--- src/rtl/agc_mon_pkg.sv ---
// ---------------------------------------------------------------------------
// agc_mon_pkg
// Shared definitions for the AGC timepulse monitor: tracker state encoding,
// timepulse count, nominal pulse length, and small helpers for one-hot
// timepulse vectors.
// ---------------------------------------------------------------------------
package agc_mon_pkg;

  typedef enum logic [1:0] {
    HUNT   = 2'd0,
    TRACK  = 2'd1,
    LOCKED = 2'd2
  } mon_state_e;

  localparam int TP_COUNT          = 12;
  localparam int NOMINAL_TP_CYCLES = 50;

  // Number of set bits in a timepulse vector (0..12 fits in 4 bits).
  function automatic logic [3:0] tp_popcount(input logic [TP_COUNT-1:0] v);
    logic [3:0] n;
    n = '0;
    for (int i = 0; i < TP_COUNT; i++) begin
      n = n + {3'b000, v[i]};
    end
    return n;
  endfunction

  // Successor pulse index in the T01..T12 ring.
  function automatic logic [3:0] tp_next(input logic [3:0] idx);
    return (idx == 4'(TP_COUNT)) ? 4'd1 : idx + 4'd1;
  endfunction

endpackage

--- src/rtl/agc_sync_edge.sv ---
// ---------------------------------------------------------------------------
// agc_sync_edge
// Multi-bit synchroniser followed by a rising-edge detector.
//   i_clk    in   1   sampling clock
//   i_rst    in   1   asynchronous active-high reset (clears all flops)
//   i_d      in   W   asynchronous input lines
//   o_sync   out  W   synchronised level (after SYNC_STAGES flops)
//   o_rise   out  W   one-cycle rising-edge flags on the synchronised level
// SYNC_STAGES = 0 passes i_d straight through (inputs already in clock domain).
// ---------------------------------------------------------------------------
module agc_sync_edge
  import agc_mon_pkg::*;
#(
  parameter int W           = TP_COUNT + 1,
  parameter int SYNC_STAGES = 2
) (
  input  logic         i_clk,
  input  logic         i_rst,
  input  logic [W-1:0] i_d,
  output logic [W-1:0] o_sync,
  output logic [W-1:0] o_rise
);

  logic [W-1:0] r_prev;

  generate
    if (SYNC_STAGES == 0) begin : g_bypass
      assign o_sync = i_d;
    end else begin : g_sync
      logic [W-1:0] r_sync [SYNC_STAGES];

      always_ff @(posedge i_clk or posedge i_rst) begin
        if (i_rst) begin
          for (int i = 0; i < SYNC_STAGES; i++) begin
            r_sync[i] <= '0;
          end
        end else begin
          r_sync[0] <= i_d;
          for (int i = 1; i < SYNC_STAGES; i++) begin
            r_sync[i] <= r_sync[i-1];
          end
        end
      end

      assign o_sync = r_sync[SYNC_STAGES-1];
    end
  endgenerate

  // Edge-detect stage
  always_ff @(posedge i_clk or posedge i_rst) begin
    if (i_rst) begin
      r_prev <= '0;
    end else begin
      r_prev <= o_sync;
    end
  end

  assign o_rise = o_sync & ~r_prev;

endmodule

--- src/rtl/agc_timepulse_monitor.sv ---
// ---------------------------------------------------------------------------
// agc_timepulse_monitor
// Checks the AGC monitor timepulses MT01..MT12: follows the T01->T12 ring,
// declares lock after LOCK_MCTS clean MCTs, and counts sequence, overlap,
// stall and MGOJAM events for host readout.
//   SIM_CLK            in   1      51.2 MHz system clock
//   SIM_RST            in   1      asynchronous active-high reset
//   MT                 in   12     timepulses, bit 0 = MT01
//   MGOJAM             in   1      GOJAM monitor line
//   clr_stats          in   1      synchronous clear of all counters
//   tp_index           out  4      last valid pulse 1..12 while locked, else 0
//   locked             out  1      sequence lock
//   mct_strobe         out  1      one-cycle pulse per T01 while locked
//   mct_count          out  16     MCTs while locked (wraps)
//   seq_err_count      out  CNT_W  out-of-order edges (saturating)
//   overlap_err_count  out  CNT_W  cycles with >1 MT high (saturating)
//   stall_err_count    out  CNT_W  stall timeouts (saturating)
//   gojam_count        out  CNT_W  MGOJAM rising edges (saturating)
// ---------------------------------------------------------------------------
module agc_timepulse_monitor
  import agc_mon_pkg::*;
#(
  parameter int SYNC_STAGES  = 2,
  parameter int STALL_CYCLES = 256,
  parameter int LOCK_MCTS    = 2,
  parameter int CNT_W        = 8
) (
  input  logic                SIM_CLK,
  input  logic                SIM_RST,
  input  logic [TP_COUNT-1:0] MT,
  input  logic                MGOJAM,
  input  logic                clr_stats,
  output logic [3:0]          tp_index,
  output logic                locked,
  output logic                mct_strobe,
  output logic [15:0]         mct_count,
  output logic [CNT_W-1:0]    seq_err_count,
  output logic [CNT_W-1:0]    overlap_err_count,
  output logic [CNT_W-1:0]    stall_err_count,
  output logic [CNT_W-1:0]    gojam_count
);

  localparam int TMR_W  = $clog2(STALL_CYCLES + 1);
  localparam int GOOD_W = (LOCK_MCTS < 2) ? 1 : $clog2(LOCK_MCTS + 1);

  function automatic logic [CNT_W-1:0] sat_inc(input logic [CNT_W-1:0] c);
    return (&c) ? c : c + 1'b1;
  endfunction

  logic [TP_COUNT:0]   w_sync;
  logic [TP_COUNT:0]   w_rise;
  logic [TP_COUNT-1:0] w_mt_sync;
  logic [TP_COUNT-1:0] w_mt_rise;
  logic                w_gojam_rise;
  logic                w_unused_gojam_lvl;

  logic [3:0] w_high_cnt;
  logic [3:0] w_rise_cnt;
  logic [3:0] w_idx;
  logic       w_overlap;
  logic       w_edge;
  logic       w_any_rise;
  logic       w_tracking;
  logic       w_seq_err;
  logic       w_stall_err;
  logic       w_break;
  logic       w_valid_edge;
  logic       w_lock_done;
  logic       w_mct_evt;

  mon_state_e r_state;
  mon_state_e w_nstate;

  logic [3:0]       r_expected;
  logic [3:0]       r_tp;
  logic [GOOD_W-1:0] r_good;
  logic [TMR_W-1:0] r_stall_tmr;
  logic             r_mct_strobe;
  logic [15:0]      r_mct_count;
  logic [CNT_W-1:0] r_seq_cnt;
  logic [CNT_W-1:0] r_ovl_cnt;
  logic [CNT_W-1:0] r_stall_cnt;
  logic [CNT_W-1:0] r_gojam_cnt;

  // Synchroniser + edge detect for {MGOJAM, MT}
  agc_sync_edge #(
    .W           (TP_COUNT + 1),
    .SYNC_STAGES (SYNC_STAGES)
  ) u_sync_edge (
    .i_clk  (SIM_CLK),
    .i_rst  (SIM_RST),
    .i_d    ({MGOJAM, MT}),
    .o_sync (w_sync),
    .o_rise (w_rise)
  );

  assign w_mt_sync          = w_sync[TP_COUNT-1:0];
  assign w_mt_rise          = w_rise[TP_COUNT-1:0];
  assign w_gojam_rise       = w_rise[TP_COUNT];
  // Only GOJAM edges matter; its level is not used.
  assign w_unused_gojam_lvl = w_sync[TP_COUNT];

  // Event classification on the synchronised lines
  always_comb begin
    w_idx = '0;
    for (int i = 0; i < TP_COUNT; i++) begin
      if (w_mt_rise[i]) w_idx = 4'(i + 1);
    end
  end

  assign w_high_cnt = tp_popcount(w_mt_sync);
  assign w_rise_cnt = tp_popcount(w_mt_rise);
  assign w_overlap  = (w_high_cnt > 4'd1);
  assign w_edge     = (w_rise_cnt == 4'd1);
  assign w_any_rise = |w_mt_rise;
  assign w_tracking = (r_state != HUNT);

  // An overlap cycle is reported only as an overlap, never also as a
  // sequence or stall error.
  assign w_seq_err   = w_tracking && w_edge && !w_overlap && (w_idx != r_expected);
  assign w_stall_err = w_tracking && !w_any_rise && !w_overlap &&
                       (r_stall_tmr == TMR_W'(STALL_CYCLES - 1));
  assign w_break     = w_tracking && (w_overlap || w_seq_err || w_stall_err);

  // HUNT only accepts MT01; TRACK/LOCKED accept the expected successor.
  assign w_valid_edge = w_edge && !w_overlap &&
                        (w_tracking ? (w_idx == r_expected) : (w_idx == 4'd1));
  assign w_lock_done  = (r_good == GOOD_W'(LOCK_MCTS - 1));

  // State register
  always_ff @(posedge SIM_CLK or posedge SIM_RST) begin
    if (SIM_RST) begin
      r_state <= HUNT;
    end else begin
      r_state <= w_nstate;
    end
  end

  // Next-state logic
  always_comb begin
    w_nstate = r_state;
    case (r_state)
      HUNT: begin
        if (w_valid_edge) w_nstate = TRACK;
      end
      TRACK: begin
        if (w_break) begin
          w_nstate = HUNT;
        end else if (w_valid_edge && (w_idx == 4'd1) && w_lock_done) begin
          w_nstate = LOCKED;
        end
      end
      LOCKED: begin
        if (w_break) w_nstate = HUNT;
      end
      default: w_nstate = HUNT;
    endcase
  end

  // Output decode
  always_comb begin
    locked   = (r_state == LOCKED);
    tp_index = (r_state == LOCKED) ? r_tp : 4'd0;
  end

  // The T01 edge that completes lock acquisition is already the first
  // strobed MCT.
  assign w_mct_evt = w_valid_edge && (w_idx == 4'd1) && (w_nstate == LOCKED);

  // Tracker datapath: expected pulse, clean-MCT count, stall timer
  always_ff @(posedge SIM_CLK or posedge SIM_RST) begin
    if (SIM_RST) begin
      r_expected   <= 4'd2;
      r_good       <= '0;
      r_tp         <= '0;
      r_stall_tmr  <= '0;
      r_mct_strobe <= 1'b0;
    end else begin
      if (!w_tracking || w_any_rise) begin
        r_stall_tmr <= '0;
      end else if (r_stall_tmr != TMR_W'(STALL_CYCLES)) begin
        r_stall_tmr <= r_stall_tmr + 1'b1;
      end

      if (!w_tracking) begin
        r_expected <= 4'd2;
        r_good     <= '0;
      end else if (w_valid_edge) begin
        r_expected <= tp_next(w_idx);
        if ((w_idx == 4'd1) && (r_state == TRACK)) begin
          r_good <= r_good + 1'b1;
        end
      end

      if (w_valid_edge) r_tp <= w_idx;
      r_mct_strobe <= w_mct_evt;
    end
  end

  // Statistics counters; clear has priority over a same-cycle increment
  always_ff @(posedge SIM_CLK or posedge SIM_RST) begin
    if (SIM_RST) begin
      r_mct_count <= '0;
      r_seq_cnt   <= '0;
      r_ovl_cnt   <= '0;
      r_stall_cnt <= '0;
      r_gojam_cnt <= '0;
    end else if (clr_stats) begin
      r_mct_count <= '0;
      r_seq_cnt   <= '0;
      r_ovl_cnt   <= '0;
      r_stall_cnt <= '0;
      r_gojam_cnt <= '0;
    end else begin
      if (w_mct_evt)    r_mct_count <= r_mct_count + 16'd1;
      if (w_seq_err)    r_seq_cnt   <= sat_inc(r_seq_cnt);
      if (w_overlap)    r_ovl_cnt   <= sat_inc(r_ovl_cnt);
      if (w_stall_err)  r_stall_cnt <= sat_inc(r_stall_cnt);
      if (w_gojam_rise) r_gojam_cnt <= sat_inc(r_gojam_cnt);
    end
  end

  assign mct_strobe        = r_mct_strobe;
  assign mct_count         = r_mct_count;
  assign seq_err_count     = r_seq_cnt;
  assign overlap_err_count = r_ovl_cnt;
  assign stall_err_count   = r_stall_cnt;
  assign gojam_count       = r_gojam_cnt;

endmodule

--- config.mk ---
export PLATFORM = sky130hd
export DESIGN_NAME = agc_timepulse_monitor
export DESIGN_NICKNAME = d
export VERILOG_FILES = /design/src/rtl/agc_mon_pkg.sv /design/src/rtl/agc_sync_edge.sv /design/src/rtl/agc_timepulse_monitor.sv
export SDC_FILE = /design/constraint.sdc
export NUM_CORES = 1
export LEC_CHECK = 0
export CAP_MARGIN = 15
export CORE_MARGIN = 5
export CORE_UTILIZATION = 52
export CTS_BUF_LIST = sky130_fd_sc_hd__clkbuf_4 sky130_fd_sc_hd__clkbuf_8
export DETAILED_ROUTE_END_ITERATION = 7
export PLACE_DENSITY = 0.89
export SKIP_CTS_REPAIR_TIMING = 1
export SYNTH_ARGS = -nofsm -noshare
export SYNTH_HDL_FRONTEND = slang
export SYNTH_HIERARCHICAL = 1
export SYNTH_SLANG_ARGS = --single-unit
--- constraint.sdc ---
create_clock -name SIM_CLK -period 4.6 [get_ports SIM_CLK]
set_input_delay 1.15 -clock SIM_CLK [delete_from_list [all_inputs] [get_ports SIM_CLK]]
set_output_delay 1.15 -clock SIM_CLK [all_outputs]
set_load 0.03 [all_outputs]
==> flow_summary.json <==
{
  "outcome": "finished, violations left",
  "rrSetupSlack_ns": -0.52,
  "drtAntennaViolNets": 0,
  "crit_fanout": 10,
  "io_buffer_count": 69,
  "finalCriticalPeriod_ns": 5.12,
  "die_y_um": 115,
  "path_cells": "nor2b_4 > fa_1 > fa_1 > inv_1 > fa_1 > fa_1 > inv_1 > ha_2 > inv_2 > fa_2 > a211oi_2 > mux2i_2 > nor4b_4 > and3_1 > buf_6 > buf_12 > nand4_4 > or4_1 > a21oi_1",
  "min_path_cells": 0,
  "place_congestion": 0.886,
  "violations": "setup timing",
  "cts_buffers": 9,
  "peakVddDrop_mv": 0.171,
  "cts_tree": "built",
  "cts_root_buf": "clkbuf_8",
  "clockBufferDepth": 2,
  "die_w_um": 115,
  "grt_pass1_wl_mm": 20.6,
  "seqPwrFrac_pct": 43.9,
  "yosysWarnings": 6,
  "grt_util_all_layers_pct": 19.4,
  "hold_viol": 0,
  "rsz0062_at_grt": "true",
  "grt_pass1_vias": 4438,
  "worstPathRequired_ns": 4.90,
  "core_mm2": 0.0108,
  "hold_end": "u_sync_edge/o_sync[9]$_DFF_PP0_",
  "pin_count": 70,
  "drt-initial-drc-count": 381,
  "wirelength_mm": 13.2,
  "clock_sinks": 109,
  "r2r_start": "u_sync_edge/o_sync[3]$_DFF_PP0_",
  "drc_errors": 0,
  "finalNetCount": 701,
  "timing.hold.ws_ns": 0.355,
  "wire_per_inst_um": 16.7,
  "antenna_found_initial": 0,
  "dp_worst_setup_slack_ns": -0.347,
  "dp_hpwl_mm": 9.07,
  "rows": 38,
  "switchingPower_uw": 746,
  "syn2layout_area_growth_pct": 26.8,
  "arrival_ns": 5.41,
  "first_pass_iters": 5,
  "n_antenna_cell": 0,
  "finalMaxSlewViolations": 0,
  "htree_levels": 3,
  "sw_frac_of_total_pct": 32.0,
  "timing.fmax_mhz": 195,
  "clkTransAtPathRegs_ns": 0.11,
  "intPower_mw": 1.58,
  "crit_top_cell": "fa_1",
  "finClkSkew_ns": 0.0174,
  "path_buf_inv": 5,
  "powerDensity_mw_per_mm2": 318,
  "critPathMaxStageDelay_ns": 0.52,
  "p_comb_share_pct": 30.3,
  "die_area_mm2": 0.0133,
  "finalSetupTns_ns": -9.47,
  "cp_top_family": "adder cells",
  "relSlewSlack_pct": 37.4,
  "viasPerCell": 5.61,
  "hold_path_class": "register to register",
  "fin_area_mm2": 0.00732,
  "syn-instance-count": 546,
  "dp.cells": 765,
  "tightest_slew_ns": 0.939,
  "setup_viol_count_final": 32,
  "syn-num-nets": 598,
  "power_mw": 2.33,
  "crit_slowest_cell": "fa_1",
  "grt_overflow": 0,
  "startpoint_type": "register",
  "timing.max_cap.violations": 0,
  "clk_latency_ns": 0.38,
  "r2r-end": "mct_count[12]$_DFFE_PP0P_",
  "layout_setup_ws_ns": -0.517,
  "grt_max_degree": 54,
  "final_cells": 794,
  "dpl-instance-area_mm2": 0.00676,
  "synth.avg_cell_area_um2": 10.6,
  "crit_path_end_kind": "register",
  "clkPwrFrac_pct": 25.8,
  "drive_gt1_share_pct": 20.9,
  "r2r_cells": 19,
  "vias": 4454,
  "critPathLaunch": "u_sync_edge/o_sync[3]$_DFF_PP0_",
  "fillers": 735,
  "min_from": "u_sync_edge/g_sync.r_sync[22]$_DFF_PP0_",
  "start_util_pct": 53.2,
  "fin_crit_sh_pct": 111,
  "netlist_area_mm2": 0.00577,
  "utilization_pct": 67.5,
  "path_class": "register to register",
  "p_leak_nw": 3.22
}
[power groups by stage]
stage	clock network (mW)	logic, mW	registers [mW]
after floorplan	0	0.313	1.05
after global placement	0	0.516	1.04
after detailed placement	0	0.539	1.04
after CTS	0.612	0.543	1.02
after global routing	0.655	0.770	1.03
final	0.600	0.705	1.02
[registers in the layout, indices dropped and copies added (netlist names)]
name                       count
mct_count                     16
u_sync_edge/g_sync.r_sync     13
u_sync_edge/o_sync            13
u_sync_edge/r_prev            13
r_stall_tmr                    9
gojam_count                    8
overlap_err_count              8
seq_err_count                  8
stall_err_count                8
r_expected                     4
r_tp                           4
r_good                         2
r_state                        2
mct_strobe                     1
[cell usage in the layout (no fill, tap or decap), types with 13 or more instances in the layout]
| master | count |
|---|---|
| a21oi_1 | 21 |
| and3_1 | 14 |
| buf_4 | 32 |
| clkdlybuf4s50_1 | 68 |
| dfrtp_1 | 108 |
| ha_1 | 20 |
| inv_1 | 43 |
| nand2_1 | 21 |
| nand3_1 | 20 |
| nand4_1 | 14 |
| nor2_1 | 61 |
| nor2b_4 | 13 |
| xor2_1 | 18 |
[worst max-delay path by stage]
stage	slack, ns	depth (start not counted)	end
2_1_floorplan	-0.24	17	mct_count[9]$_DFFE_PP0P_
3_3_place_gp	-0.19	17	mct_count[9]$_DFFE_PP0P_
3_5_place_dp	-0.35	18	mct_count[3]$_DFFE_PP0P_
4_1_cts	-0.39	18	mct_count[3]$_DFFE_PP0P_
5_1_grt	-0.74	19	mct_count[9]$_DFFE_PP0P_
6_report	-0.52	19	mct_count[12]$_DFFE_PP0P_
[layout make-up]
type / count / area, um2 / share of cell area, %
inverters: 48 / 180 / 2.46
clock inverters: 7 / 78.8 / 1.08
multi-input cells: 369 / 2970 / 40.6
repair buffers: 112 / 1060 / 14.5
flip-flops and latches: 109 / 2730 / 37.3
clock buffers: 9 / 124 / 1.69
well taps: 140 / 175 / 2.39
[metal layers]
layer	share of wire (%)	track usage (%)	vias up
met5	0	0	-
met4	3.4	8.22	0
met1	40	24.0	2198
met2	52	33.1	147
li1	-	-	2062
met3	4.9	3.79	47
Power figures use the tool's default switching activity.
